--- src/rtl/ram_port_arbiter_d1.sv ---
// Round-robin arbiter for two requesters sharing one synchronous-read RAM port,
// with an optional zero-fill of every RAM word after reset.
module ram_port_arbiter_d1 #(
    parameter int AWIDTH         = 3,
    parameter int DWIDTH         = 32,
    parameter int CLEAR_ON_RESET = 1
) (
    input  logic              clock,
    input  logic              reset_n,
    input  logic              a_req,
    input  logic              a_we,
    input  logic [AWIDTH-1:0] a_addr,
    input  logic [DWIDTH-1:0] a_wdata,
    output logic              a_gnt,
    output logic              a_rvalid,
    input  logic              b_req,
    input  logic              b_we,
    input  logic [AWIDTH-1:0] b_addr,
    input  logic [DWIDTH-1:0] b_wdata,
    output logic              b_gnt,
    output logic              b_rvalid,
    output logic [DWIDTH-1:0] rdata,
    output logic              init_done,
    output logic [AWIDTH-1:0] ram_addr,
    output logic [DWIDTH-1:0] ram_din,
    output logic              ram_we,
    input  logic [DWIDTH-1:0] ram_dout
);

    localparam int DEPTH = 1 << AWIDTH;
    localparam logic [AWIDTH-1:0] CLR_LAST = AWIDTH'(DEPTH - 1);

    typedef enum logic {
        ST_CLEAR = 1'b0,
        ST_ARB   = 1'b1
    } state_t;

    state_t            state_q, state_d;
    logic [AWIDTH-1:0] clr_cnt_q, clr_cnt_d;
    logic              last_gnt_q, last_gnt_d;   // 0 = A won last, 1 = B won last
    logic              a_rvalid_q, a_rvalid_d;
    logic              b_rvalid_q, b_rvalid_d;
    logic              init_done_q, init_done_d;

    always_ff @(posedge clock) begin
        if (!reset_n) begin
            state_q     <= (CLEAR_ON_RESET != 0) ? ST_CLEAR : ST_ARB;
            clr_cnt_q   <= '0;
            last_gnt_q  <= 1'b1;
            a_rvalid_q  <= 1'b0;
            b_rvalid_q  <= 1'b0;
            init_done_q <= (CLEAR_ON_RESET != 0) ? 1'b0 : 1'b1;
        end else begin
            state_q     <= state_d;
            clr_cnt_q   <= clr_cnt_d;
            last_gnt_q  <= last_gnt_d;
            a_rvalid_q  <= a_rvalid_d;
            b_rvalid_q  <= b_rvalid_d;
            init_done_q <= init_done_d;
        end
    end

    always_comb begin
        state_d     = state_q;
        clr_cnt_d   = clr_cnt_q;
        last_gnt_d  = last_gnt_q;
        init_done_d = init_done_q;
        a_rvalid_d  = 1'b0;
        b_rvalid_d  = 1'b0;
        a_gnt       = 1'b0;
        b_gnt       = 1'b0;
        ram_we      = 1'b0;
        ram_addr    = '0;
        ram_din     = '0;

        case (state_q)
            ST_CLEAR: begin
                ram_we    = 1'b1;
                ram_addr  = clr_cnt_q;
                clr_cnt_d = clr_cnt_q + 1'b1;
                if (clr_cnt_q == CLR_LAST) begin
                    state_d     = ST_ARB;
                    init_done_d = 1'b1;
                end
            end
            default: begin
                // On conflict the requester that did not win last time gets the port.
                if (a_req && (!b_req || last_gnt_q)) begin
                    a_gnt = 1'b1;
                end else if (b_req) begin
                    b_gnt = 1'b1;
                end

                if (a_gnt) begin
                    ram_we     = a_we;
                    ram_addr   = a_addr;
                    ram_din    = a_wdata;
                    last_gnt_d = 1'b0;
                    a_rvalid_d = ~a_we;
                end else if (b_gnt) begin
                    ram_we     = b_we;
                    ram_addr   = b_addr;
                    ram_din    = b_wdata;
                    last_gnt_d = 1'b1;
                    b_rvalid_d = ~b_we;
                end
            end
        endcase
    end

    assign a_rvalid  = a_rvalid_q;
    assign b_rvalid  = b_rvalid_q;
    assign init_done = init_done_q;
    assign rdata     = ram_dout;

endmodule
--- config.mk ---
export PLATFORM = sky130hd
export DESIGN_NAME = ram_port_arbiter_d1
export DESIGN_NICKNAME = d
export VERILOG_FILES = /design/src/rtl/ram_port_arbiter_d1.sv
export SDC_FILE = /design/constraint.sdc
export NUM_CORES = 1
export LEC_CHECK = 0
export ABC_AREA = 1
export CORE_ASPECT_RATIO = 1.5
export CORE_MARGIN = 3
export CORE_UTILIZATION = 22
export DETAILED_ROUTE_END_ITERATION = 7
export GPL_ROUTABILITY_DRIVEN = 0
export GPL_TIMING_DRIVEN = 0
export PLACE_DENSITY_LB_ADDON = 0.2
export SLEW_MARGIN = 25
export SYNTH_ARGS = -nofsm -noshare
export SYNTH_HDL_FRONTEND = slang
export SYNTH_SLANG_ARGS = --single-unit
--- constraint.sdc ---
create_clock -name clock -period 1.2 [get_ports clock]
set_input_delay 0.18 -clock clock [delete_from_list [all_inputs] [get_ports clock]]
set_output_delay 0.18 -clock clock [all_outputs]
set_load 0.005 [all_outputs]
==> run summary, run 1 <==
The run finished, with violations left. The checks that failed: setup timing. TritonCTS built the clock tree. The final critical path takes up 128.4% of the cycle. Most common cell after layout, fill and taps aside: sky130_fd_sc_hd__clkdlybuf4s50_1.

The logs give 0 for the number of hold buffers added after cts and 80 ps for the slack of the worst reg-to-reg path. For the worst flop-to-flop path, the logic depth is 4. The tree is rooted in a sky130_fd_sc_hd__clkbuf_8. Entering global routing, the biggest net connects 11 pins. The mean area per synthesized cell works out to 5.786 µm².

The number of vias per cell came out at 4.186. Type of the most critical hold path: flip-flop to flip-flop. Maximum count of clock buffers along a single path: 2. The run gives 230 ps as the latest clock arrival within the worst-skew pair.

Detailed placement HPWL: 4558 µm. For this design the top-level I/O count stands at 181. The biggest area contributor in the post-synthesis netlist is sky130_fd_sc_hd__nand2_1. Clock tree synthesis found a total of 8 sinks. Across all hold checks on the routed design, the worst slack comes to 492.1 ps. Setup repair after global routing could not meet its margin everywhere. Yosys printed 0 warnings. The tools report the headroom to the max-slew limit as 79.64%. The vias after detailed routing was 1800. In this run the critical register-to-register path is captured at clr_cnt_q[2]$_SDFFE_PN0N_. Ranked by total cell area, the synthesized netlist is headed by sky130_fd_sc_hd__nand2_1 (34%), sky130_fd_sc_hd__buf_4 (23%), sky130_fd_sc_hd__dfxtp_1 (15%).

After the last flow step, the layout net total stands at 478. The upper clock frequency limit came out at 0.6488 GHz. In this run the static leakage power is 0.001592 µW. The maximum net fanout on the critical path works out to 5.

In this run the most critical hold path is launched from init_done$_SDFFE_PN0P_. Summing all flip-flop and latch instances after layout gives 165.2 µm². Leaving out fill and tap cells, the most frequent cells in the layout are sky130_fd_sc_hd__clkdlybuf4s50_1 (105), sky130_fd_sc_hd__nand2_1 (59), sky130_fd_sc_hd__nand2_2 (46).

The worst setup path is launched from a flip-flop. Before antenna repair, the detailed router went through 4 iterations. The number of nets handed over by synthesis was 299. Max-cap violations in this run came to 0. The post-layout minimum cycle time works out to 1541 ps. The count of distinct cell types in the synthesized netlist was 20. The worst setup path is of the flip-flop to output pin kind. In this run the power density over the cells is 390.0 nW/µm². After detailed routing, the average wire length per cell comes to 13.75 µm. Placement row count: 30. The area growth from synthesis to layout is 177.9%. The endpoint of the worst hold-timing path was init_done$_SDFFE_PN0P_.

In the routed design, unresolved DRC markers number 0. The run gives 14.65% as the share of the yosys chip area belonging to registers. The multi-input combinational cells in the finished layout cover a total of 752.0 µm².

The final count of pins violating max slew was 0; the number of DRC violations after detailed-routing iteration 0 was 33. For this run the aggregate overflow at the end of global routing stands at 0. Largest clock skew in the final design: 0.3859 ps. The most critical setup path has its startpoint at last_gnt_q$_SDFFE_PN1P_. The sum of internal, switching and leakage power was 1185 µW; the area of the die was 5870 µm². The logs give 38 for the total of endpoints with negative setup slack in the final report and 3 for the number of buffers inserted during clock tree synthesis. In this run the horizontal extent of the chip is 63.57 µm.

For the number of H-tree branching levels, the log shows 1. For this configuration, the core starts out at a cell density of 23.49%. Summed over all layers, the routed wires come to 5914 µm. The port buffer count came out at 148.

The startpoint identified for the worst register-to-register timing path is clr_cnt_q[0]$_SDFFE_PN0N_. At the worst endpoint, the arrival time is 1360 ps. At the pin with the least slew margin, the transition time is 305.4 ps. The worst-case IR drop observed on VDD is 0.4564 mV.

The tools report the placeable core region as 4654 µm². For the initial antenna violation count, the log shows 0. The number of failing hold endpoints at the final stage is 0, and the die height is 92.35 µm. The first global-routing pass estimated 8618 µm of wire. For the worst setup path, the data required time is 1020 ps.

The number of antenna-violating nets in the routed design is 0, and the number of instances on the worst hold path is 2. The synthesized netlist occupies a cell area of 1094 µm². The tools report the gate count after technology mapping as 189. The worst setup path is captured at an output pin.

The share of synthesized area in the top cell type comes to 33.98%. The via count of the first global-routing pass is 1678. For this run, the total global-route usage over all layers was measured as 18.56%.

The run gives -341.3 ps as the smallest setup slack after layout. The synthesized design contains 8 register bits. Of the cells placed in the final design, the portion with a size suffix greater than 1 is 46.45%. The number of antenna repair diodes came out at 0. Filler cell count: 448. After clock tree synthesis, the clock-pin slew on the worst setup and hold paths is 40 ps.
==> per-stage QoR <==
step                      setup WS, ps  setup TNS [ps]  area [µm²]  utilization (%)  std cells
final                           -341.3          -11250        3039            65.30        430
after global routing            -402.4          -13430        3039            65.30        430
after CTS                       -353.0          -11970        2897            62.23        427
after detailed placement        -961.1          -33930        2655            57.04        401
after global placement          -951.8          -33620        2655            57.04        401
after floorplan                  95.01               0        1094                -        189
==> kinds of logic (layout without fill, tap and decap cells) <==
family | Yosys count | after routing | share of synthesized area (%)
AOI/OAI and AO/OA | 5 | 5 | 3.319
adders and majority gates | 2 | 2 | 2.288
buffers and inverters | 45 | 222 | 30.55
DFF | 8 | 8 | 14.64
and+or+nand+nor | 129 | 129 | 49.20
==> cell usage after synthesis <==
cell,number
sky130_fd_sc_hd__a21oi_1,2
sky130_fd_sc_hd__buf_6,4
sky130_fd_sc_hd__or2_2,1
sky130_fd_sc_hd__clkinv_2,1
sky130_fd_sc_hd__clkinv_4,1
sky130_fd_sc_hd__buf_4,34
sky130_fd_sc_hd__o21ai_0,2
sky130_fd_sc_hd__nand2_1,99
sky130_fd_sc_hd__a21oi_4,1
sky130_fd_sc_hd__buf_2,1
sky130_fd_sc_hd__nor3_1,2
sky130_fd_sc_hd__nand2_4,1
sky130_fd_sc_hd__inv_2,1
sky130_fd_sc_hd__dfxtp_1,8
sky130_fd_sc_hd__ha_1,2
sky130_fd_sc_hd__nand3_1,8
sky130_fd_sc_hd__nand3_2,1
sky130_fd_sc_hd__inv_1,3
sky130_fd_sc_hd__nand2_2,10
sky130_fd_sc_hd__nor2_1,7
==> report_power, final <==
| group | leakage, µW | total, µW | internal, µW | switching (µW) |
|---|---|---|---|---|
| Clock | 0.0000216 | 325 | 217 | 108 |
| Combinational | 0.00150 | 573 | 424 | 149 |
| Sequential | 0.0000656 | 287 | 277 | 10.2 |
| Total | 0.00159 | 1190 | 918 | 267 |
==> state kept, by name (all words and copies together) (netlist names) <==
register and cells:
last_gnt_q 1, b_rvalid 1, a_rvalid 1, state_q 1, init_done 1, clr_cnt_q 3
==> worst max path at each step <==
stage	slack [ps]	endpoint
2_1_floorplan	100	ram_din[20]
3_3_place_gp	-950	ram_din[16]
3_5_place_dp	-960	ram_din[10]
4_1_cts	-350	ram_din[12]
5_1_grt	-400	ram_din[3]
6_report	-340	ram_din[26]
==> worst max-delay path, stage by stage, from the launching register on <==
cell                       delay (ps)
sky130_fd_sc_hd__dfxtp_4          350
sky130_fd_sc_hd__inv_2             60
sky130_fd_sc_hd__nand2_4           50
sky130_fd_sc_hd__nand3_4          120
sky130_fd_sc_hd__clkinv_8          80
sky130_fd_sc_hd__buf_8            130
sky130_fd_sc_hd__buf_6            130
sky130_fd_sc_hd__nand2_2           50
sky130_fd_sc_hd__nand2_1           40
sky130_fd_sc_hd__buf_2            120
==> layout make-up <==
cell class / instances / area share [%]
Timing Repair Buffer: 173 / 53.07
Multi-Input combinational cell: 136 / 24.74
Buffer: 39 / 10.91
Sequential cell: 8 / 5.434
Tap cell: 64 / 2.635
Inverter: 6 / 1.564
Clock buffer: 3 / 1.359
Timing Repair inverter: 1 / 0.2882
==> what timing repair did <==
action	CTS	global route
setup buffers	18	4
pin swaps	23	15
setup endpoints to repair	41	39
gates cloned	6	0
resized for setup	214	41
==> metal layers <==
layer | vias to the layer above | part of all wire, % | wire length [µm] | GRT usage, %
met4 | 0 | 1.7 | 99 | 5.586
li1 | 901 | - | - | -
met1 | 794 | 32 | 1907 | 17.83
met2 | 96 | 55 | 3280 | 35.40
met3 | 9 | 11 | 627 | 7.403
met5 | - | 0 | 0 | 0
Note: power is estimated with default switching activity, not from simulation.
==> run 2: changes to the inputs <==
Settings changed: GPL_ROUTABILITY_DRIVEN 0 to 1, PLACE_DENSITY set to 0.82, PLACE_DENSITY_LB_ADDON 0.2 to unset.
==> run 2 against run 1 <==
- design area up 0.70%
- core utilization grew 0.46 points
- clock skew grew 3.6 ps
- die area is the same
- the run still ends with setup timing left
- combinational power increased by 1%
- critical path type unchanged
- via count increased by 0.67%
- wire length rose by 1.3%
- worst hold slack worse by 14 ps
- fmax down 2.8%
- sequential share of layout area about the same
==> run summary, run 2 (same netlist as run 1, synthesis figures left out) <==
The flow ran to the end, but the final reports show violations. Violations in the final reports: setup timing (unchanged). The run gives 0 (unchanged) as the initial antenna violation count.

Setup repair after global routing could not meet its margin everywhere. The tools report the number of H-tree branching levels as 1 (unchanged). The cell with the biggest individual delay on the critical path is sky130_fd_sc_hd__dfxtp_4 (unchanged). The number of buffers inserted during clock tree synthesis is 3 (unchanged). The logs give 1812 (was 1800) for the vias after detailed routing and 4416 µm (was 4558 µm) for the detailed placement HPWL. The number of instances in the placed design was 401 (unchanged); the maximum resistive drop on vdd was 0.5237 mV (was 0.4564 mV). The transition time at the pin with the least slew margin works out to 297.7 ps (was 305.4 ps).

The tools report the initial core utilization as 23.49% (unchanged). TritonCTS built the clock tree. The via count of the first global-routing pass came out at 1864 (was 1678).

Largest clock skew in the final design: 3.974 ps (was 0.3859 ps). Largest register by flop count: clr_cnt_q (unchanged). The flip-flop count of the largest register, all copies and words added works out to 3 (unchanged). The placeable core region was 4654 µm² (unchanged). The tools report the post-place instance area as 2655 µm² (unchanged).

The total of endpoints with negative setup slack in the final report is 38 (unchanged), and the maximum net fanout on the critical path is 6 (was 5). The number of buffer and inverter instances along the worst setup path was 5 (unchanged); the combined global-route utilization of all metal layers was 18.85% (was 18.56%). The critical path class was flip-flop to output pin (unchanged). The number of vias per cell is 4.244 (was 4.186). In this design, the critical path's most frequently occurring cell is sky130_fd_sc_hd__buf_6. The latest clock arrival within the worst-skew pair is 240 ps (was 230 ps), and the final count of pins violating max slew is 0 (unchanged). The root buffer cell is sky130_fd_sc_hd__clkbuf_8 (unchanged). The number of DRC violations after detailed-routing iteration 0 is 46 (was 33), and the upper clock frequency limit is 0.6309 GHz (was 0.6488 GHz). The tools report the number of violations of the max-capacitance limit as 0 (unchanged).

The run gives 767.0 µm² (was 752.0 µm²) as the multi-input combinational cell area. The register cell area after layout came out at 165.2 µm² (unchanged). The clock transition at the registers of the reported paths is 40 ps (about the same), and the maximum number of pins on one net before global-route repair is 11 (unchanged). The headroom to the max-slew limit is 80.16% (was 79.64%), and the port buffer count is 148 (unchanged).

The wire length per cell after detailed routing is 14.03 µm (was 13.75 µm). The proportion of layout cells with a drive suffix above 1 came out at 45.73% (was 46.45%). The tools report the routed wire length as 5992 µm (was 5914 µm). Most common cell after layout, fill and taps aside: sky130_fd_sc_hd__clkdlybuf4s50_1 (unchanged). The tools report the post-route cell area as 3060 µm² (was 3039 µm²). The type of the most critical hold path was flip-flop to flip-flop (unchanged). Most used cells in the layout excluding fill and tap cells: sky130_fd_sc_hd__clkdlybuf4s50_1 (105), sky130_fd_sc_hd__nand2_1 (59), sky130_fd_sc_hd__nand2_2 (42) (was sky130_fd_sc_hd__clkdlybuf4s50_1 (105), sky130_fd_sc_hd__nand2_1 (59), sky130_fd_sc_hd__nand2_2 (46)). The placement row count was 30 (unchanged); the worst setup slack after placement was -960.5 ps (was -961.1 ps).

The data required time at the worst endpoint is 1020 ps (about the same). The sort of element at the end of the critical path was an output pin (unchanged). The startpoint kind of the worst setup timing path was a flip-flop (unchanged). The chip width works out to 63.57 µm (unchanged). DRC violation count after routing: 0 (unchanged). Number of detailed-routing iterations run before antenna repair: 4 (unchanged). The clock net sink count was 8 (unchanged); the final worst-path cycle share was 132.1% (was 128.4%). The run gives 181 (unchanged) as the number of ports placed on the die boundary. The total number of nets in the final design was 475 (was 478). The number of antenna repair diodes came out at 0 (unchanged).

The area growth from synthesis to layout is 179.9% (was 177.9%), and the smallest setup slack after layout is -385.1 ps (was -341.3 ps). Kind of cell adding the most delay to the critical path: buffers and inverters (unchanged). The filler cell count was 400 (was 448).

The leakage power came out at 0.001607 µW (was 0.001592 µW). The run gives 1410 ps (was 1360 ps) as the critical path arrival. The post-route non-filler standard cell count came out at 427 (was 430).

The delay of the slowest cell on the worst path was 350 ps (about the same); the worst hold slack was 478.0 ps (was 492.1 ps). The tools report the remaining global-route overflow as 0 (unchanged). The die height is 92.35 µm (unchanged). Global-route wire length before repair: 8901 µm (was 8618 µm).

Number of antenna-violating nets in the routed design: 0 (unchanged). The last weighted congestion value of the routability-driven placer is 0.6760, and the post-layout minimum cycle time is 1585 ps (was 1541 ps). The sum of internal, switching and leakage power was 1201 µW (was 1185 µW); the number of failing hold endpoints at the final stage was 0 (unchanged). Cell breakdown of the critical path: inv_2, nand2_4, nand3_4, clkinv_8, buf_6, buf_6, nand2_1, nand2_2, buf_6 (was inv_2, nand2_4, nand3_4, clkinv_8, buf_8, buf_6, nand2_2, nand2_1, buf_2). Maximum count of clock buffers along a single path: 2 (unchanged). The area of the die is 5870 µm² (unchanged), and the areal power density over the cells is 392.4 nW/µm² (was 390.0 nW/µm²).
-- run 2: changes by cell type in the layout (fill, tap and decap cells not counted), moves of 2 or more --
cell and change:
sky130_fd_sc_hd__buf_12 +4, sky130_fd_sc_hd__nand2_2 -4, sky130_fd_sc_hd__buf_2 -2, sky130_fd_sc_hd__buf_6 -10
sky130_fd_sc_hd__nand2_4 +4, sky130_fd_sc_hd__buf_4 +4
-- run 2: worst reg2reg max path: cells and delay by family (launching register included) --
kind / cells / cell delay, ps
flip-flops: 1 / 330
adder cells (fa/ha/maj): 2 / 480
AND/OR/NAND/NOR: 1 / 50
AO/OA/AOI/OAI: 1 / 150
-- run 2: timing repair --
item	4_1_cts	5_1_grt
resized for setup	195	55
setup buffers	18	6
gates cloned	5	0
hold buffers	0	0
pin swaps	10	12
endpoints found under the setup margin	41	38
-- run 2: stage by stage --
stage	TNS, ps	util (%)
CTS	-11900	62.74
global placement	-33360	57.04
floorplan	0	-
detailed placement	-34030	57.04
finish	-11910	65.75
global route	-13860	65.75
-- run 2: where the power goes --
part,switching (µW),internal [µW]
sequential,10.6,277
combinational,156,425
clock,115,218
total,281,920
-- run 2: final cells by class --
type | instances | share of cell area (%)
Multi-Input combinational cell | 136 | 25.06
Buffer | 38 | 10.59
Inverter | 6 | 1.554
Clock buffer | 3 | 1.349
Sequential cell | 8 | 5.397
Tap cell | 64 | 2.617
Timing Repair Buffer | 172 | 53.43
-- run 2: per-layer routing --
metal	vias up	global-route usage [%]	wire, µm
li1	893	-	-
met4	0	4.324	85
met5	-	0	0
met2	119	37.40	3355
met3	9	6.189	683
met1	791	18.25	1867
-- run 2: path summary, 6_finish.rpt --
path,cells past startpoint,endpoint,slack (ps),startpoint
worst max-delay path,9,ram_din[17],-390,last_gnt_q$_SDFFE_PN1P_
worst min-delay path,2,init_done$_SDFFE_PN0P_,480,init_done$_SDFFE_PN0P_
worst max register to register,4,clr_cnt_q[2]$_SDFFE_PN0N_,70,clr_cnt_q[0]$_SDFFE_PN0N_
worst min register to register,2,init_done$_SDFFE_PN0P_,480,init_done$_SDFFE_PN0P_
